[src/rtl/uart_rx_frame_receiver_if.sv]
// Purpose: bundles the UART receive line, frame configuration and received-word strobes.
// Latency: none (wiring only).
// Backpressure: none; the receiver only emits one-cycle strobes.
interface uart_rx_frame_receiver_if #(
    parameter int IN_DATA_WIDTH  = 8,
    parameter int PRESCALE_WIDTH = 6
);
    // Serial line and per-frame configuration
    logic                      RX_IN;
    logic                      PAR_EN;
    logic                      PAR_TYP;
    logic [PRESCALE_WIDTH-1:0] PRESCALE;

    // Received word and status strobes
    logic [IN_DATA_WIDTH-1:0]  P_DATA;
    logic                      Data_Valid;
    logic                      Par_Err;
    logic                      Stp_Err;

    // Side that drives the line and configuration (stimulus / upstream logic)
    modport master (
        output RX_IN,
        output PAR_EN,
        output PAR_TYP,
        output PRESCALE,
        input  P_DATA,
        input  Data_Valid,
        input  Par_Err,
        input  Stp_Err
    );

    // Receiver side
    modport slave (
        input  RX_IN,
        input  PAR_EN,
        input  PAR_TYP,
        input  PRESCALE,
        output P_DATA,
        output Data_Valid,
        output Par_Err,
        output Stp_Err
    );
endinterface

[src/rtl/uart_rx_frame_receiver.sv]
// Purpose: oversampling UART receiver; start, LSB-first data, optional parity, one stop bit.
// Latency: strobes appear 2 sync cycles + vote point of the stop bit + 1 register cycle after the line.
// Backpressure: none; Data_Valid/Par_Err/Stp_Err are single-cycle strobes that must be taken when seen.
module uart_rx_frame_receiver #(
    parameter int IN_DATA_WIDTH  = 8,
    parameter int PRESCALE_WIDTH = 6
) (
    input logic                    CLK,
    input logic                    RST,
    uart_rx_frame_receiver_if.slave rx_if
);

    localparam int BCW = (IN_DATA_WIDTH > 1) ? $clog2(IN_DATA_WIDTH) : 1;
    localparam int PW  = PRESCALE_WIDTH;

    localparam logic [BCW-1:0] LAST_BIT = BCW'(IN_DATA_WIDTH - 1);
    localparam logic [BCW-1:0] BIT_ONE  = BCW'(1);
    localparam logic [PW-1:0]  ONE      = PW'(1);
    localparam logic [PW-1:0]  TWO      = PW'(2);

    typedef enum logic [2:0] {
        IDLE,
        START,
        DATA,
        PARITY,
        STOP
    } state_t;

    state_t state;
    state_t next_state;

    // Synchronized copy of the asynchronous serial line
    logic rx_meta;
    logic rx_s;

    // IDLE only re-arms after it has seen the line high, so a held-low break
    // cannot be mistaken for a fresh start bit.
    logic armed;

    // Per-frame configuration captured when the start edge is detected
    logic [PW-1:0] p_lat;
    logic          par_en_lat;
    logic          par_typ_lat;

    // Position within the frame
    logic [PW-1:0]  edge_cnt;
    logic [BCW-1:0] bit_cnt;

    // Majority-vote samples; bit_val is the voted bit, valid from the vote point
    logic samp0;
    logic samp1;
    logic bit_val;

    logic [IN_DATA_WIDTH-1:0] shift_reg;
    logic                     frame_err;

    // Sampling points derived from the latched prescale
    logic [PW-1:0] half;
    logic          at_s0;
    logic          at_s1;
    logic          at_s2;
    logic          at_vote;
    logic          at_end;
    logic          exp_par;

    // FSM decode outputs
    logic start_frame;
    logic shift_en;
    logic pe_set;
    logic se_set;
    logic dv_set;

    assign half    = p_lat >> 1;
    assign at_s0   = (edge_cnt == (half - ONE));
    assign at_s1   = (edge_cnt == half);
    assign at_s2   = (edge_cnt == (half + ONE));
    assign at_vote = (edge_cnt == (half + TWO));
    assign at_end  = (edge_cnt == (p_lat - ONE));

    // Parity the transmitter would have generated for the captured word
    assign exp_par = par_typ_lat ? ~^shift_reg : ^shift_reg;

    // Two-flop synchronizer; resets to the idle-high line level
    always_ff @(posedge CLK) begin
        if (RST) begin
            rx_meta <= 1'b1;
            rx_s    <= 1'b1;
        end else begin
            rx_meta <= rx_if.RX_IN;
            rx_s    <= rx_meta;
        end
    end

    // State register
    always_ff @(posedge CLK) begin
        if (RST) begin
            state <= IDLE;
        end else begin
            state <= next_state;
        end
    end

    // Next-state decode and per-cycle actions
    always_comb begin
        next_state  = state;
        start_frame = 1'b0;
        shift_en    = 1'b0;
        pe_set      = 1'b0;
        se_set      = 1'b0;
        dv_set      = 1'b0;
        case (state)
            IDLE: begin
                if (armed && !rx_s) begin
                    next_state  = START;
                    start_frame = 1'b1;
                end
            end
            START: begin
                // A start bit that votes high was a glitch: drop it silently
                if (at_vote && bit_val) begin
                    next_state = IDLE;
                end else if (at_end) begin
                    next_state = DATA;
                end
            end
            DATA: begin
                if (at_vote) begin
                    shift_en = 1'b1;
                end
                if (at_end && (bit_cnt == LAST_BIT)) begin
                    next_state = par_en_lat ? PARITY : STOP;
                end
            end
            PARITY: begin
                if (at_vote && (bit_val != exp_par)) begin
                    pe_set = 1'b1;
                end
                if (at_end) begin
                    next_state = STOP;
                end
            end
            STOP: begin
                // Leave mid-stop-bit so the next start edge is never missed
                if (at_vote) begin
                    next_state = IDLE;
                    if (!bit_val) begin
                        se_set = 1'b1;
                    end else if (!frame_err) begin
                        dv_set = 1'b1;
                    end
                end
            end
            default: begin
                next_state = IDLE;
            end
        endcase
    end

    // Re-arm tracking: set by any high line sample while idle, cleared on leaving idle
    always_ff @(posedge CLK) begin
        if (RST) begin
            armed <= 1'b0;
        end else if ((state == IDLE) && (next_state == IDLE)) begin
            armed <= armed | rx_s;
        end else begin
            armed <= 1'b0;
        end
    end

    // Frame configuration capture on the start edge
    always_ff @(posedge CLK) begin
        if (RST) begin
            p_lat       <= '0;
            par_en_lat  <= 1'b0;
            par_typ_lat <= 1'b0;
        end else if (start_frame) begin
            p_lat       <= rx_if.PRESCALE;
            par_en_lat  <= rx_if.PAR_EN;
            par_typ_lat <= rx_if.PAR_TYP;
        end
    end

    // Edge and bit counters; the detecting cycle is edge 0 of the start bit
    always_ff @(posedge CLK) begin
        if (RST) begin
            edge_cnt <= '0;
            bit_cnt  <= '0;
        end else if (start_frame) begin
            edge_cnt <= ONE;
            bit_cnt  <= '0;
        end else if (next_state == IDLE) begin
            edge_cnt <= '0;
            bit_cnt  <= '0;
        end else if (at_end) begin
            edge_cnt <= '0;
            if ((state == DATA) && (bit_cnt != LAST_BIT)) begin
                bit_cnt <= bit_cnt + BIT_ONE;
            end else begin
                bit_cnt <= '0;
            end
        end else begin
            edge_cnt <= edge_cnt + ONE;
        end
    end

    // Three samples around the bit centre, majority-voted on the third
    always_ff @(posedge CLK) begin
        if (RST) begin
            samp0   <= 1'b1;
            samp1   <= 1'b1;
            bit_val <= 1'b1;
        end else if (state != IDLE) begin
            if (at_s0) begin
                samp0 <= rx_s;
            end
            if (at_s1) begin
                samp1 <= rx_s;
            end
            if (at_s2) begin
                bit_val <= (samp0 & samp1) | (samp0 & rx_s) | (samp1 & rx_s);
            end
        end
    end

    // Data capture and sticky frame-error flag for the current frame
    always_ff @(posedge CLK) begin
        if (RST) begin
            shift_reg <= '0;
            frame_err <= 1'b0;
        end else begin
            if (start_frame) begin
                frame_err <= 1'b0;
            end else if (pe_set) begin
                frame_err <= 1'b1;
            end
            if (shift_en) begin
                shift_reg[bit_cnt] <= bit_val;
            end
        end
    end

    // Registered outputs: word is only replaced by a clean frame
    always_ff @(posedge CLK) begin
        if (RST) begin
            rx_if.P_DATA     <= '0;
            rx_if.Data_Valid <= 1'b0;
            rx_if.Par_Err    <= 1'b0;
            rx_if.Stp_Err    <= 1'b0;
        end else begin
            rx_if.Data_Valid <= dv_set;
            rx_if.Par_Err    <= pe_set;
            rx_if.Stp_Err    <= se_set;
            if (dv_set) begin
                rx_if.P_DATA <= shift_reg;
            end
        end
    end

endmodule

[src/flat_wrapper.sv]
// flat-port wrapper written by rule: the top's interface ports become plain ports
module uart_rx_frame_receiver_flat 
#(
    parameter int IN_DATA_WIDTH  = 8,
    parameter int PRESCALE_WIDTH = 6
)
  (CLK, RST, rx_if_RX_IN, rx_if_PAR_EN, rx_if_PAR_TYP, rx_if_PRESCALE, rx_if_P_DATA, rx_if_Data_Valid, rx_if_Par_Err, rx_if_Stp_Err);
  uart_rx_frame_receiver_if #(.IN_DATA_WIDTH(IN_DATA_WIDTH), .PRESCALE_WIDTH(PRESCALE_WIDTH)) rx_if_i ();
  input logic CLK;
  input logic RST;
  input wire logic [$bits(rx_if_i.RX_IN)-1:0] rx_if_RX_IN;
  input wire logic [$bits(rx_if_i.PAR_EN)-1:0] rx_if_PAR_EN;
  input wire logic [$bits(rx_if_i.PAR_TYP)-1:0] rx_if_PAR_TYP;
  input wire logic [$bits(rx_if_i.PRESCALE)-1:0] rx_if_PRESCALE;
  output wire logic [$bits(rx_if_i.P_DATA)-1:0] rx_if_P_DATA;
  output wire logic [$bits(rx_if_i.Data_Valid)-1:0] rx_if_Data_Valid;
  output wire logic [$bits(rx_if_i.Par_Err)-1:0] rx_if_Par_Err;
  output wire logic [$bits(rx_if_i.Stp_Err)-1:0] rx_if_Stp_Err;
  assign rx_if_i.RX_IN = rx_if_RX_IN;
  assign rx_if_i.PAR_EN = rx_if_PAR_EN;
  assign rx_if_i.PAR_TYP = rx_if_PAR_TYP;
  assign rx_if_i.PRESCALE = rx_if_PRESCALE;
  assign rx_if_P_DATA = rx_if_i.P_DATA;
  assign rx_if_Data_Valid = rx_if_i.Data_Valid;
  assign rx_if_Par_Err = rx_if_i.Par_Err;
  assign rx_if_Stp_Err = rx_if_i.Stp_Err;
  uart_rx_frame_receiver #(.IN_DATA_WIDTH(IN_DATA_WIDTH), .PRESCALE_WIDTH(PRESCALE_WIDTH)) u_core (.CLK(CLK), .RST(RST), .rx_if(rx_if_i));
endmodule
[config.mk]
export PLATFORM = sky130hd
export DESIGN_NAME = uart_rx_frame_receiver_flat
export DESIGN_NICKNAME = d
export VERILOG_FILES = /design/src/rtl/uart_rx_frame_receiver_if.sv /design/src/rtl/uart_rx_frame_receiver.sv /design/src/flat_wrapper.sv
export SDC_FILE = /design/constraint.sdc
export NUM_CORES = 1
export LEC_CHECK = 0
export ABC_AREA = 1
export ABC_CLOCK_PERIOD_IN_PS = 5200
export BUFFER_PORTS_ARGS = -buffer_cell sky130_fd_sc_hd__clkbuf_2
export CAP_MARGIN = 20
export CORE_MARGIN = 3
export CORE_UTILIZATION = 40
export DETAILED_ROUTE_END_ITERATION = 8
export PLACE_DENSITY = 0.68
export SYNTH_ARGS = -nofsm -noshare
export SYNTH_HDL_FRONTEND = slang
export SYNTH_SLANG_ARGS = --single-unit
[constraint.sdc]
create_clock -name CLK -period 5.2 [get_ports CLK]
set_clock_uncertainty 0.05 [all_clocks]
set_input_delay 0.26 -clock CLK [delete_from_list [all_inputs] [get_ports CLK]]
set_output_delay 0.26 -clock CLK [all_outputs]
set_load 0.01 [all_outputs]
Word level (Yosys, flattened, before mapping)
Index checks and enable logic that the tools add are counted.

Equal/unequal tests: 12. Multiplexer cells: 27. $add $sub $neg: 6. Order comparisons: 2. Bitwise operators: 9. Reductions and logical operators: 21.

Operators by type and width (number): == test 6 bit (4); two-way mux 3 bit (8); two-way mux 1 bit (16); case mux 3 bit (5 select lines) (1); bitwise mux 8 bit (1); XNOR reduction 8 bit (1); XOR reduction 8 bit (1); logical AND 1 bit (7); adder 5 x 1 -> 6 bit, second input constant (1); adder 5 x 2 -> 6 bit, second input constant (1); adder 6 x 1 -> 6 bit, second input constant (1); == test 3 x 2 -> 1 bit, second input constant (2); == test 3 bit, second input constant (2); == test 6 x 5 -> 1 bit (1); logical NOT 3 bit (2); AND reduction 2 bit (3); OR reduction 3 bit (2); subtractor 5 x 1 -> 6 bit, second input constant (1); subtractor 6 x 1 -> 6 bit, second input constant (1); < comparator 3 x 4 -> 1 bit, second input constant (1); OR reduction 2 bit (2); OR reduction 4 bit (1); adder 3 x 1 -> 3 bit, second input constant (1); AND 1 bit (3); other kinds (9) (13).

Flip-flop bits (word level): 46. Bits of input ports: 11. Logic and storage cells: 96.

Depth between registers and ports, before layout
Gate-level depths: netlist (run 1).

Depth in word-level cells: 9. Gate-level depth with buffers: 16. Mapped depth without buffers: 16.

Worst setup path after synthesis (run 1)
No wires, ideal clock.

Kind: reg2reg. Start: reg u_core.p_lat[2]. End: reg u_core.rx_if.P_DATA[7]. Setup time: 0.115 ns. Stages on the path, launching flop included: 14. Buffers on the path: 2. Data required time: 5.035 ns. Data arrival time: 2.009 ns. Path slack: 3.025 ns. Cell sequence: dfxtp_1 inv_2 ha_1 inv_1 nand2_1 nand2_1 nand3_1 nor2_2 nand3_2 or3_1 buf_6 buf_12 o21ai_2 a21oi_2.

Longest elaborated chain between the ends: 4.

Ends and longest elaborated chain: from (decl) (line uart_rx_frame_receiver.sv:41) `logic [PW-1:0] p_lat;`; from (signal assigned) (line uart_rx_frame_receiver.sv:177) `p_lat <= rx_if.PRESCALE;`; adder 5 x 2 -> 6 bit (line uart_rx_frame_receiver.sv:77) `assign at_vote = (edge_cnt == (half + TWO));`; == test 6 bit (line uart_rx_frame_receiver.sv:77); two-way mux 1 bit (line uart_rx_frame_receiver.sv:144) `if (at_vote) begin`; two-way mux 1 bit (line uart_rx_frame_receiver.sv:111) `case (state)`; to (signal assigned) (line uart_rx_frame_receiver.sv:254) `rx_if.P_DATA <= shift_reg;`; to (decl) (line uart_rx_frame_receiver_if.sv:38) `output P_DATA,`.

Every way passes these cells. A chain may end at the register's enable or synchronous reset.

Final worst setup path (run 1)
Start: reg u_core.p_lat[2]. End: reg u_core.rx_if.P_DATA[5].

Same word-level chain as after synthesis.

==> results.md, run 1 <==
- Number of buffers added to fix hold violations after cts: 0
- Class of the tightest hold or removal check: input port to register
- Total core area: 6420 µm²
- Routed wire length: 5860 µm
- CTS H-Tree Depth: 2
- Layout cells sized above 1: approximately 17%
- Hpwl dp: 4450 µm
- DRC violation count after routing: 0
- Number of max-slew violations in the final report: 0
- Min Clock Period, post-route: 2790 ps
- Arrival time at the worst endpoint: 2920 ps
- Total of warnings raised by yosys: 0
- Setup TNS Final: 0 ps
- Worst reg2reg path startpoint: u_core.p_lat[2]$_SDFFE_PP0P_
- Clock tree from TritonCTS: built
- Sequential fraction of the synthesis area: approximately a third
- Synthesized area per cell: 6.93 µm²
- Pleak: between 1 and 1.5 nW
- Initial standard-cell utilization of the core: 41.7%
- Register bit total from synthesis: 46
- Status: completed
- Share of power burned in registers: 51.3%
- Crit. End Element: register
- Final Util: 45.5%
- Clock Pin Slew Worst Setup and Hold Paths: about 90 ps
- Gate power share: a little over 9%
- Area growth from synthesis to layout: 9.06%
- Slew @ Worst Pin: 749 ps
- EDFF count, synth: 0
- Final number of hold-violating endpoints: 0
- Std-Cell Rows: 29
- Maxcap violations: 0
- Endpoint of the worst hold-timing path: u_core.rx_meta$_SDFF_PP1_
- Setup Buffers After CTS: 0
- Part of the cycle the worst path needs: 53.7%
- Die Outline Area: 7720 µm²
- Power per unit of standard cell area: 242 nW/µm²
- N_diodes: 0
- Setup slack on the worst flop-to-flop path: 2410 ps
- Internal: 0.526 mW
- Max Root-Sink Buffers: 2
- Initial detailed-routing violation count: 218
- Hold slack: 90.6 ps
- Overall die width: 87.9 µm
- CP Launch Type: register
- Post-synth design cell area: 2680 µm²
- Unrepaired setup endpoints after global routing: no
- Count of different cell masters after synthesis: 34
- Clock Power Share: 39.6%
- Peak supply drop: slightly below 0.09 mV
- Fraction of registers with async set or reset after synthesis: 0%
- Vias in the first global route: approximately 2200
- Required arrival time at the worst endpoint: 5330 ps
- Placer Congestion: 0.907
- Filler cell count: 664
- Setup-violating endpoint count in the final report: 0
- Drt via density: 5.10
- Wire length of the first global-routing pass: 10200 µm
- Routed WL per cell: roughly 12 µm
- Type of the worst setup path: register to register
- Number of port buffers: 21
- DR vias: 2456
- Nets: ~430
- Peak clock frequency supported by timing: 0.358 GHz
- Cells resized by post-CTS repair: 0
- Capturing point of the worst reg2reg path: u_core.rx_if.P_DATA[5]$_SDFFE_PP0P_
- Number of buffers inserted during clock tree synthesis: 5
- Syn nets: 408
- Hold depth: 2
- CP Max Fanout: 17
- Post-synthesis instance total: 387
- Number of detailed-routing iterations run before antenna repair: 4
- Sinks on the clock net: 46
- Root buffer cell: clkbuf_8
- Start point of the worst hold path: rx_if_RX_IN
- Main flop type after synthesis: dfxtp_1
- Switching Power: 0.182 mW
- Source-to-sink clock delay at the later pin of the worst-skew pair: 300 ps
- Count of pins on the block boundary: 22
- Max-slew headroom: 50.1%
- Height of the die: between 80 and 90 µm
- GR Overflow Total: 0
- Post-route ant nets: 0
- Overall Global Routing Usage: between 10% and 20%
- Cell count of the worst reg-to-reg path: 11
- Largest net degree at the start of global routing: 22
- Switching share of total power: 25.7%
- Number of antenna violations at the first check in global routing: 0
## kinds of logic (layout without fill, tap and decap cells)
family,after synthesis,count (layout),synth area share [%]
AND/OR/NAND/NOR,184,184,31.3
buffers and inverters,69,87,11.0
AO/OA/AOI/OAI,60,60,12.8
flip-flops,46,46,34.4
XOR/XNOR,18,18,5.88
adder cells (fa/ha/maj),10,10,4.67
## final cells by class
| cell class | instances | area, µm² | share of cell area, % |
|---|---|---|---|
| flip-flops and latches | 46 | 921 | 31.5 |
| inverters | 58 | 218 | 7.45 |
| clock buffers | 5 | 68.8 | 2.35 |
| clock inverters | 3 | 48.8 | 1.67 |
| multi-input cells | 272 | 1470 | 50.1 |
| repair buffers | 21 | 105 | 3.60 |
| well taps | 77 | 96.3 | 3.30 |
## Yosys cell counts, drive strengths merged, types with 3 or more instances
cell / n / area share (%)
a21oi: 32 / 7.1
buf: 6 / 2.1
clkbuf: 5 / 0.70
clkinv: 3 / 0.42
dfxtp: 46 / 34
ha: 10 / 4.7
inv: 55 / 7.7
nand2: 86 / 12
nand3: 26 / 5.4
nand4: 7 / 1.6
nor2: 35 / 5.7
nor3: 22 / 4.5
nor4: 3 / 0.70
o21ai: 24 / 4.6
or2: 3 / 0.70
xnor2: 8 / 2.6
xor2: 10 / 3.3
## power groups by stage
stage | logic [mW] | clock network [mW] | registers (mW)
finish | 0.0644 | 0.280 | 0.363
global route | 0.0746 | 0.304 | 0.364
floorplan | 0.0496 | 0 | 0.369
global placement | 0.0633 | 0 | 0.371
CTS | 0.0642 | 0.286 | 0.363
detailed placement | 0.0632 | 0 | 0.371
## worst max-delay path by stage
stage | startpoint | endpoint | slack (ps) | depth (start not counted)
floorplan | u_core.p_lat[2]$_SDFFE_PP0P_ | u_core.rx_if.P_DATA[7]$_SDFFE_PP0P_ | 3030 | 13
global placement | u_core.p_lat[2]$_SDFFE_PP0P_ | u_core.rx_if.P_DATA[5]$_SDFFE_PP0P_ | 2510 | 11
detailed placement | u_core.p_lat[2]$_SDFFE_PP0P_ | u_core.rx_if.P_DATA[5]$_SDFFE_PP0P_ | 2450 | 11
CTS | u_core.p_lat[2]$_SDFFE_PP0P_ | u_core.rx_if.P_DATA[5]$_SDFFE_PP0P_ | 2430 | 11
global route | u_core.p_lat[2]$_SDFFE_PP0P_ | u_core.rx_if.P_DATA[5]$_SDFFE_PP0P_ | 2200 | 11
finish | u_core.p_lat[2]$_SDFFE_PP0P_ | u_core.rx_if.P_DATA[5]$_SDFFE_PP0P_ | 2410 | 11
## per-layer routing
metal,GRT usage (%),part of all wire (%),up-vias
met5,0,0,-
met4,4.88,0.92,0
met3,3.48,5.6,4
met2,24.5,43,73
met1,24.3,50,1101
li1,-,-,1278
## worst max-delay path, cell delays in order (launching register included)
cell	delay (ps)
dfxtp_1	500
inv_2	170
ha_1	330
inv_1	60
nand2_1	50
nand2_1	90
nand3_1	90
nor2_2	200
nand3_2	120
or3_1	650
o21ai_1	300
a21oi_2	50
## stage by stage
stage	setup WS (ps)	total power [mW]	instances	instance area, µm²
after floorplan	3030	0.418	387	2680
after global placement	2510	0.434	474	2810
after detailed placement	2450	0.434	474	2810
after CTS	2430	0.713	482	2920
after global routing	2200	0.742	482	2920
final	2410	0.707	482	2920
## cells in the final DEF (no fill, tap or decap), types with 10 or more instances in the layout
cell type,n
a21oi_1,24
o21ai_0,15
xor2_1,10
dfxtp_1,46
nor3_1,20
ha_1,10
nand2_1,85
clkbuf_2,21
inv_1,42
nand3_1,23
nor2_1,28
inv_2,13
Note: power is estimated with default switching activity, not from simulation.
==> inputs of run 2 (changes only) <==
--- a/config.mk
+++ b/config.mk
@@ -5,8 +5,8 @@
 export SDC_FILE = /design/constraint.sdc
 export NUM_CORES = 1
 export LEC_CHECK = 0
-export ABC_AREA = 1
-export ABC_CLOCK_PERIOD_IN_PS = 5200
+export ABC_AREA = 0
+export ABC_CLOCK_PERIOD_IN_PS = 2700
 export BUFFER_PORTS_ARGS = -buffer_cell sky130_fd_sc_hd__clkbuf_2
 export CAP_MARGIN = 20
 export CORE_MARGIN = 3
==> constraint.sdc (replaced) <==
create_clock -name CLK -period 2.7 [get_ports CLK]
set_clock_uncertainty 0.05 [all_clocks]
set_input_delay 0.135 -clock CLK [delete_from_list [all_inputs] [get_ports CLK]]
set_output_delay 0.135 -clock CLK [all_outputs]
set_load 0.01 [all_outputs]
==> run 2 against run 1 <==
Net effect:
- die area is 5.0% lower
- combinational power rose by 58%
- highest routed layer unchanged
- critical path depth shrank 2
- register-to-register slack got worse by 2100 ps
- global-route usage fell by 1.2 points
- synthesized cell count fell by 25%
- count of clock-buffer cells in the layout did not move
- worst hold slack better by 210 ps
==> results.md, run 2 <==
- Drt via density: 5.20
- Filler cell count: 592
- DR vias: 2075
- EDFF count, synth: 0
- Height of the die: 85.6 µm
- Internal: 1.02 mW
- Required arrival time at the worst endpoint: slightly below 3000 ps
- CP Max Fanout: 10
- Crit path max-delay cell type: or3_1
- Switching Power: between 0.3 and 0.4 mW
- Source-to-sink clock delay at the later pin of the worst-skew pair: 310 ps
- Root buffer cell: clkbuf_8
- Initial detailed-routing violation count: roughly 120
- Number of buffers inserted during clock tree synthesis: 5
- Hold slack: ~300 ps
- Post-route ant nets: 0
- Biggest cell delay along the critical path: approximately 360 ps
- Std-Cell Rows: 28
- Final number of hold-violating endpoints: 0
- Most frequent cells in the layout: 45 x dfxtp_1, 26 x nand2_1, 25 x nor2_1
- Fraction of registers with async set or reset after synthesis: 0%
- Top cells by count, synth: 46 x dfxtp_1, 26 x nand2_1, 25 x nor2_1
- Hpwl dp: roughly 3800 µm
- Max-slew headroom: 65.8%
- Area growth from synthesis to layout: 17.0%
- Cells along the critical path: inv_1, ha_1, nor3b_1, nand2_1, xnor2_1, o2111ai_1, buf_4, or3_1, a31oi_1
- Clock Power Share: 40.8%
- DRC violation count after routing: 0
- Share of power burned in registers: between 50% and 60%
- Multi-input combinational cell area: 1510 µm²
- Type of the worst setup path: register to register
- Pleak: 1.19 nW
- CP Launch Type: register
- Library cell occupying the most area in the post-synthesis netlist: dfxtp_1
- Number of antenna violations at the first check in global routing: 0
- Peak supply drop: 0.263 mV
- Gate power share: under 10%
- Main flop type after synthesis: dfxtp_1
- Synthesized area per cell: 8.78 µm²
- Total core area: 6030 µm²
- Layout cells sized above 1: 17.0%
- Cell count of the worst reg-to-reg path: 9
- Switching share of total power: 24.3%
- Sequential fraction of the synthesis area: 36.3%
- Total of warnings raised by yosys: 0
- Number of detailed-routing iterations run before antenna repair: 4
- Maxcap violations: 0
- Power per unit of standard cell area: roughly 450 nW/µm²
- Routed wire length: 5320 µm
- Overall Global Routing Usage: 15.4%
- Syn nets: 310
- Routed WL per cell: 13.3 µm
- Nets: 344
- CTS H-Tree Depth: 2
- Class of the tightest hold or removal check: input port to register
- Max Root-Sink Buffers: 2
- Setup-violating endpoint count in the final report: 0
- Leading cell types by total area after synthesis: dfxtp_1 36%, xnor2_1 8.3%, mux2i_1 5.9%
- Number of port buffers: 21
- Post-synthesis instance total: 289
- Most common cell after layout, fill and taps aside: dfxtp_1
- Cell with the most instances after synthesis: dfxtp_1
- Number of max-slew violations in the final report: 0
- Capturing point of the worst reg2reg path: u_core.state[0]$_SDFF_PP0_
- Status: completed
- Slew @ Worst Pin: ~510 ps
- CP endpoint: u_core.state[0]$_SDFF_PP0_
- Worst reg2reg path startpoint: u_core.p_lat[1]$_SDFFE_PP0P_
- Arrival time at the worst endpoint: 2620 ps
- Count of pins on the block boundary: 22
- Initial standard-cell utilization of the core: about 42%
- GR Overflow Total: 0
- Count of different cell masters after synthesis: 49
- Clock Pin Slew Worst Setup and Hold Paths: 100 ps
- Wire length of the first global-routing pass: 9170 µm
- Setup TNS Final: 0 ps
- Unrepaired setup endpoints after global routing: no
- Sequential Area: 922 µm²
- Timing startpoint of the critical path: u_core.p_lat[1]$_SDFFE_PP0P_
- Share of the synthesized area in the top cell type: 36.3%
- Die Outline Area: 7330 µm²
- Sinks on the clock net: 46
- Part of the cycle the worst path needs: between 90% and 100%
- Design Power: 1.34 mW
- Setup slack on the worst flop-to-flop path: 270 ps
- Post-synth design cell area: 2540 µm²
- N_diodes: 0
- Clock tree from TritonCTS: built
- Register bit total from synthesis: 46
- Crit. End Element: register
- Min Clock Period, post-route: 2430 ps
- Placer Congestion: approximately 0.88
- Vias in the first global route: ~1900
- Peak clock frequency supported by timing: 0.411 GHz
- Overall die width: 85.6 µm
- Largest net degree at the start of global routing: 25
[run 2: cell count changes in the layout (fill, tap and decap cells not counted), moves of 8 or more]
cell,previous run,this run
nor3_1,20,12
nand2b_1,0,12
a21oi_1,24,14
a21oi_2,8,0
o21ai_1,8,0
mux2i_1,0,15
nand2_1,85,26
nand3_1,23,7
inv_1,42,9
xnor2_1,8,24
buf_4,0,12
inv_2,13,0
nor2b_1,0,8
dlygate4sd3_1,0,9
[run 2: stage by stage]
step	util, %	cell area (µm²)	instances	setup slack, ps
finish	49.2	2970	399	268
global route	49.2	2970	399	44.6
CTS	49.0	2950	397	162
detailed placement	45.5	2740	380	210
global placement	45.5	2740	380	291
floorplan	-	2540	289	522
[run 2: timing repair]
action	4_1_cts	5_1_grt
resized for setup	0	1
buffers inserted	0	2
hold buffers	9	0
endpoints found under the hold margin	9	0
endpoints found under the setup margin	0	6
[run 2: final cells by class]
type                    count  area share, %
clock buffers               5           2.32
clock inverters             3           1.64
inverters                   9           1.14
multi-input cells         219           51.0
flip-flops and latches     46           31.1
well taps                  75           3.16
repair buffers             42           9.62
[run 2: worst min path at each step]
stage	startpoint	endpoint	cells past startpoint
2_1_floorplan	rx_if_RX_IN	u_core.rx_meta$_SDFF_PP1_	1
3_3_place_gp	rx_if_RX_IN	u_core.rx_meta$_SDFF_PP1_	2
3_5_place_dp	rx_if_RX_IN	u_core.rx_meta$_SDFF_PP1_	2
4_1_cts	RST	u_core.rx_if.P_DATA[3]$_SDFFE_PP0P_	2
5_1_grt	RST	u_core.rx_if.P_DATA[3]$_SDFFE_PP0P_	2
6_report	RST	u_core.rx_if.P_DATA[3]$_SDFFE_PP0P_	2
[run 2: metal layers]
metal | vias to the layer above | GRT usage, % | part of all wire (%)
met2 | 34 | 22.0 | 43
met1 | 983 | 22.7 | 52
met5 | - | 0 | 0
li1 | 1048 | - | -
met3 | 10 | 2.88 | 3.0
met4 | 0 | 6.04 | 2.2
[run 2: critical path: cells and delay by family (launching register included)]
family / cells / cell delay [ps]
buffers and inverters: 2 / 410
XOR/XNOR: 1 / 150
adder cells (fa/ha/maj): 1 / 270
AO/OA/AOI/OAI: 2 / 320
AND/OR/NAND/NOR: 3 / 830
flip-flops: 1 / 330
[run 2: kinds of logic after synthesis]
family	Yosys count	synth area share (%)
AND/OR/NAND/NOR	113	23.5
adder cells (fa/ha/maj)	11	5.33
buffers and inverters	24	4.00
flip-flops	46	36.3
AO/OA/AOI/OAI	44	12.2
multiplexers	15	5.92
XOR/XNOR	36	12.7
[run 2: power groups by stage]
| stage | sequential, mW | clock [mW] | combinational [mW] |
|---|---|---|---|
| finish | 0.693 | 0.547 | 0.102 |
| detailed placement | 0.709 | 0 | 0.0899 |
| floorplan | 0.706 | 0 | 0.0653 |
| global placement | 0.708 | 0 | 0.0888 |
| global route | 0.695 | 0.582 | 0.112 |
| CTS | 0.693 | 0.554 | 0.101 |
==> inputs of run 3 (changes only) <==
--- a/config.mk
+++ b/config.mk
@@ -9,6 +9,7 @@
 export ABC_CLOCK_PERIOD_IN_PS = 2700
 export BUFFER_PORTS_ARGS = -buffer_cell sky130_fd_sc_hd__clkbuf_2
 export CAP_MARGIN = 20
+export CORE_ASPECT_RATIO = 0.7
 export CORE_MARGIN = 3
 export CORE_UTILIZATION = 40
 export DETAILED_ROUTE_END_ITERATION = 8
==> run 3 against run 2 <==
Net effect:
- cell count is 1.5% lower
- first-iteration DRC count rose by 18%
- design area fell by 2.7%
- global-route usage is 0.061 points higher
- largest cell class unchanged
- highest routed layer unchanged
==> results.md, run 3 (same netlist as run 2, synthesis figures left out) <==
- Pleak: 1.15 nW
- Status: completed
- Routed WL per cell: about 14 µm
- Routed wire length: approximately 5400 µm
- Max-slew headroom: 59.8%
- Start point of the worst hold path: rx_if_PRESCALE[2]
- Max Root-Sink Buffers: 2
- Setup-violating endpoint count in the final report: 0
- Root buffer cell: clkbuf_8
- Peak supply drop: between 0.2 and 0.25 mV
- Met3 global-route usage: under 10%
- Slew @ Worst Pin: 597 ps
- Type of the worst setup path: register to register
- Power per unit of standard cell area: 422 nW/µm²
- Maxcap violations: 0
- Cell count of the worst reg-to-reg path: 8
- Drt via density: 5.15
- Number of port buffers: 21
- Number of max-slew violations in the final report: 0
- Layout cells sized above 1: 16.4%
- Nets: around 340
- Arrival time at the worst endpoint: 2640 ps
- Source-to-sink clock delay at the later pin of the worst-skew pair: 300 ps
- Global-route layer with the greatest usage: met1
- DRC violation count after routing: 0
- Switching share of total power: 25.1%
- Multi-input combinational cell area: 1510 µm²
- Overall die width: 101 µm
- Wire length of the first global-routing pass: ~8900 µm
- Most frequent cells in the layout: 45 x dfxtp_1, 26 x nand2_1, 25 x nor2_1
- Design Power: 1.22 mW
- Hpwl dp: ~4000 µm
- Part of the cycle the worst path needs: between 90% and 100%
- Most common cell after layout, fill and taps aside: dfxtp_1
- Internal: 0.911 mW
- Clock Pin Slew Worst Setup and Hold Paths: 90 ps
- Std-Cell Rows: 23
- Unrepaired setup endpoints after global routing: no
- Required arrival time at the worst endpoint: 2860 ps
- Global-route met1 utilization: 25.4%
- Largest net degree at the start of global routing: 24
- Number of detailed-routing iterations run before antenna repair: 4
- Setup TNS Final: 0 ps
- Final number of hold-violating endpoints: 0
- Overall Global Routing Usage: 15.5%
- Clock tree from TritonCTS: built
- Post-layout instance count excluding filler cells: 393
- DR vias: 2022
- N_diodes: 0
- Sinks on the clock net: 46
- Worst setup timing slack at the placement stage: 175 ps
- Min Clock Period, post-route: between 2000 and 2500 ps
- Gate power share: 7.9%
- CP Launch Type: register
- Die Outline Area: 7350 µm²
- CTS H-Tree Depth: 2
- Total core area: between 5000 and 6000 µm²
- Final Util: 48.7%
- Clock Power Share: around a third
- Final WS setup: around 220 ps
- GR Overflow Total: 0
- Worst reg2reg path startpoint: u_core.p_lat[2]$_SDFFE_PP0P_
- Number of antenna violations at the first check in global routing: 0
- Sequential Area: roughly 920 µm²
- Class of the tightest hold or removal check: input port to register
- Share of power burned in registers: a little under three fifths
- Switching Power: 0.306 mW
- Placer Congestion: 0.964
- Filler cell count: 551
- Hold depth: 3
- Area growth from synthesis to layout: 13.8%
- Initial detailed-routing violation count: 141
- Setup slack on the worst flop-to-flop path: 220 ps
- Height of the die: 72.6 µm
- Post-route ant nets: 0
- Met2 usage in global routing: a little under 20%
- Endpoint of the worst hold-timing path: u_core.p_lat[2]$_SDFFE_PP0P_
- Vias in the first global route: around 1800
- Number of buffers inserted during clock tree synthesis: 5
- Instance count after placement with tap cells included: 377
- Capturing point of the worst reg2reg path: u_core.edge_cnt[0]$_SDFF_PP0_
- Peak clock frequency supported by timing: 0.402 GHz
- Initial standard-cell utilization of the core: between 40% and 50%
- Crit. End Element: register
- CP Max Fanout: 7
- Count of pins on the block boundary: 22
run 3: area by class of cell:
type | count | area share (%)
multi-input cells | 219 | 52.4
flip-flops and latches | 46 | 31.9
repair buffers | 36 | 8.06
well taps | 75 | 3.25
clock buffers | 5 | 2.38
inverters | 9 | 1.17
clock inverters | 3 | 0.737
run 3: power by group through the flow:
stage / Combinational [mW] / Sequential (mW) / Clock, mW
floorplan: 0.0653 / 0.706 / 0
global placement: 0.0870 / 0.710 / 0
detailed placement: 0.0880 / 0.710 / 0
CTS: 0.0953 / 0.694 / 0.437
global route: 0.106 / 0.695 / 0.472
finish: 0.0961 / 0.694 / 0.428
run 3: how the worst max path moves through the flow:
stage | start | to | slack (ps)
6_report | u_core.p_lat[2]$_SDFFE_PP0P_ | u_core.edge_cnt[0]$_SDFF_PP0_ | 220
5_1_grt | u_core.p_lat[2]$_SDFFE_PP0P_ | u_core.shift_reg[7]$_SDFFE_PP0P_ | 7
4_1_cts | u_core.p_lat[3]$_SDFFE_PP0P_ | u_core.armed$_SDFF_PP0_ | 140
3_5_place_dp | u_core.p_lat[3]$_SDFFE_PP0P_ | u_core.armed$_SDFF_PP0_ | 170
3_3_place_gp | u_core.p_lat[3]$_SDFFE_PP0P_ | u_core.shift_reg[0]$_SDFFE_PP0P_ | 200
2_1_floorplan | u_core.p_lat[2]$_SDFFE_PP0P_ | u_core.shift_reg[1]$_SDFFE_PP0P_ | 520
run 3: routing by layer:
metal	part of all wire, %	wire (µm)
met1	55	2950
met2	38	2070
met3	6.4	346
met4	0.59	32
met5	0	0
run 3: worst max-delay path, cell delays in order (launching register included):
cell and delay [ps]:
dfxtp_1 320, buf_4 160, ha_1 240, nor3b_1 150
o21ai_0 500, a211oi_4 190, a31oi_2 330, nor2_2 130
a2111oi_2 320
run 3: what timing repair did:
item / 4_1_cts / 5_1_grt
buffers inserted: 0 / 2
hold buffers: 6 / 0
setup endpoints to repair: 0 / 14
resized for setup: 0 / 1
hold endpoints to repair: 6 / 0
run 3: per-stage QoR:
step                cell area (µm²)  hold WS, ps
floorplan                      2540          189
global placement               2720          288
detailed placement             2720          280
CTS                            2870         4.70
global route                   2890         4.42
finish                         2890         6.78
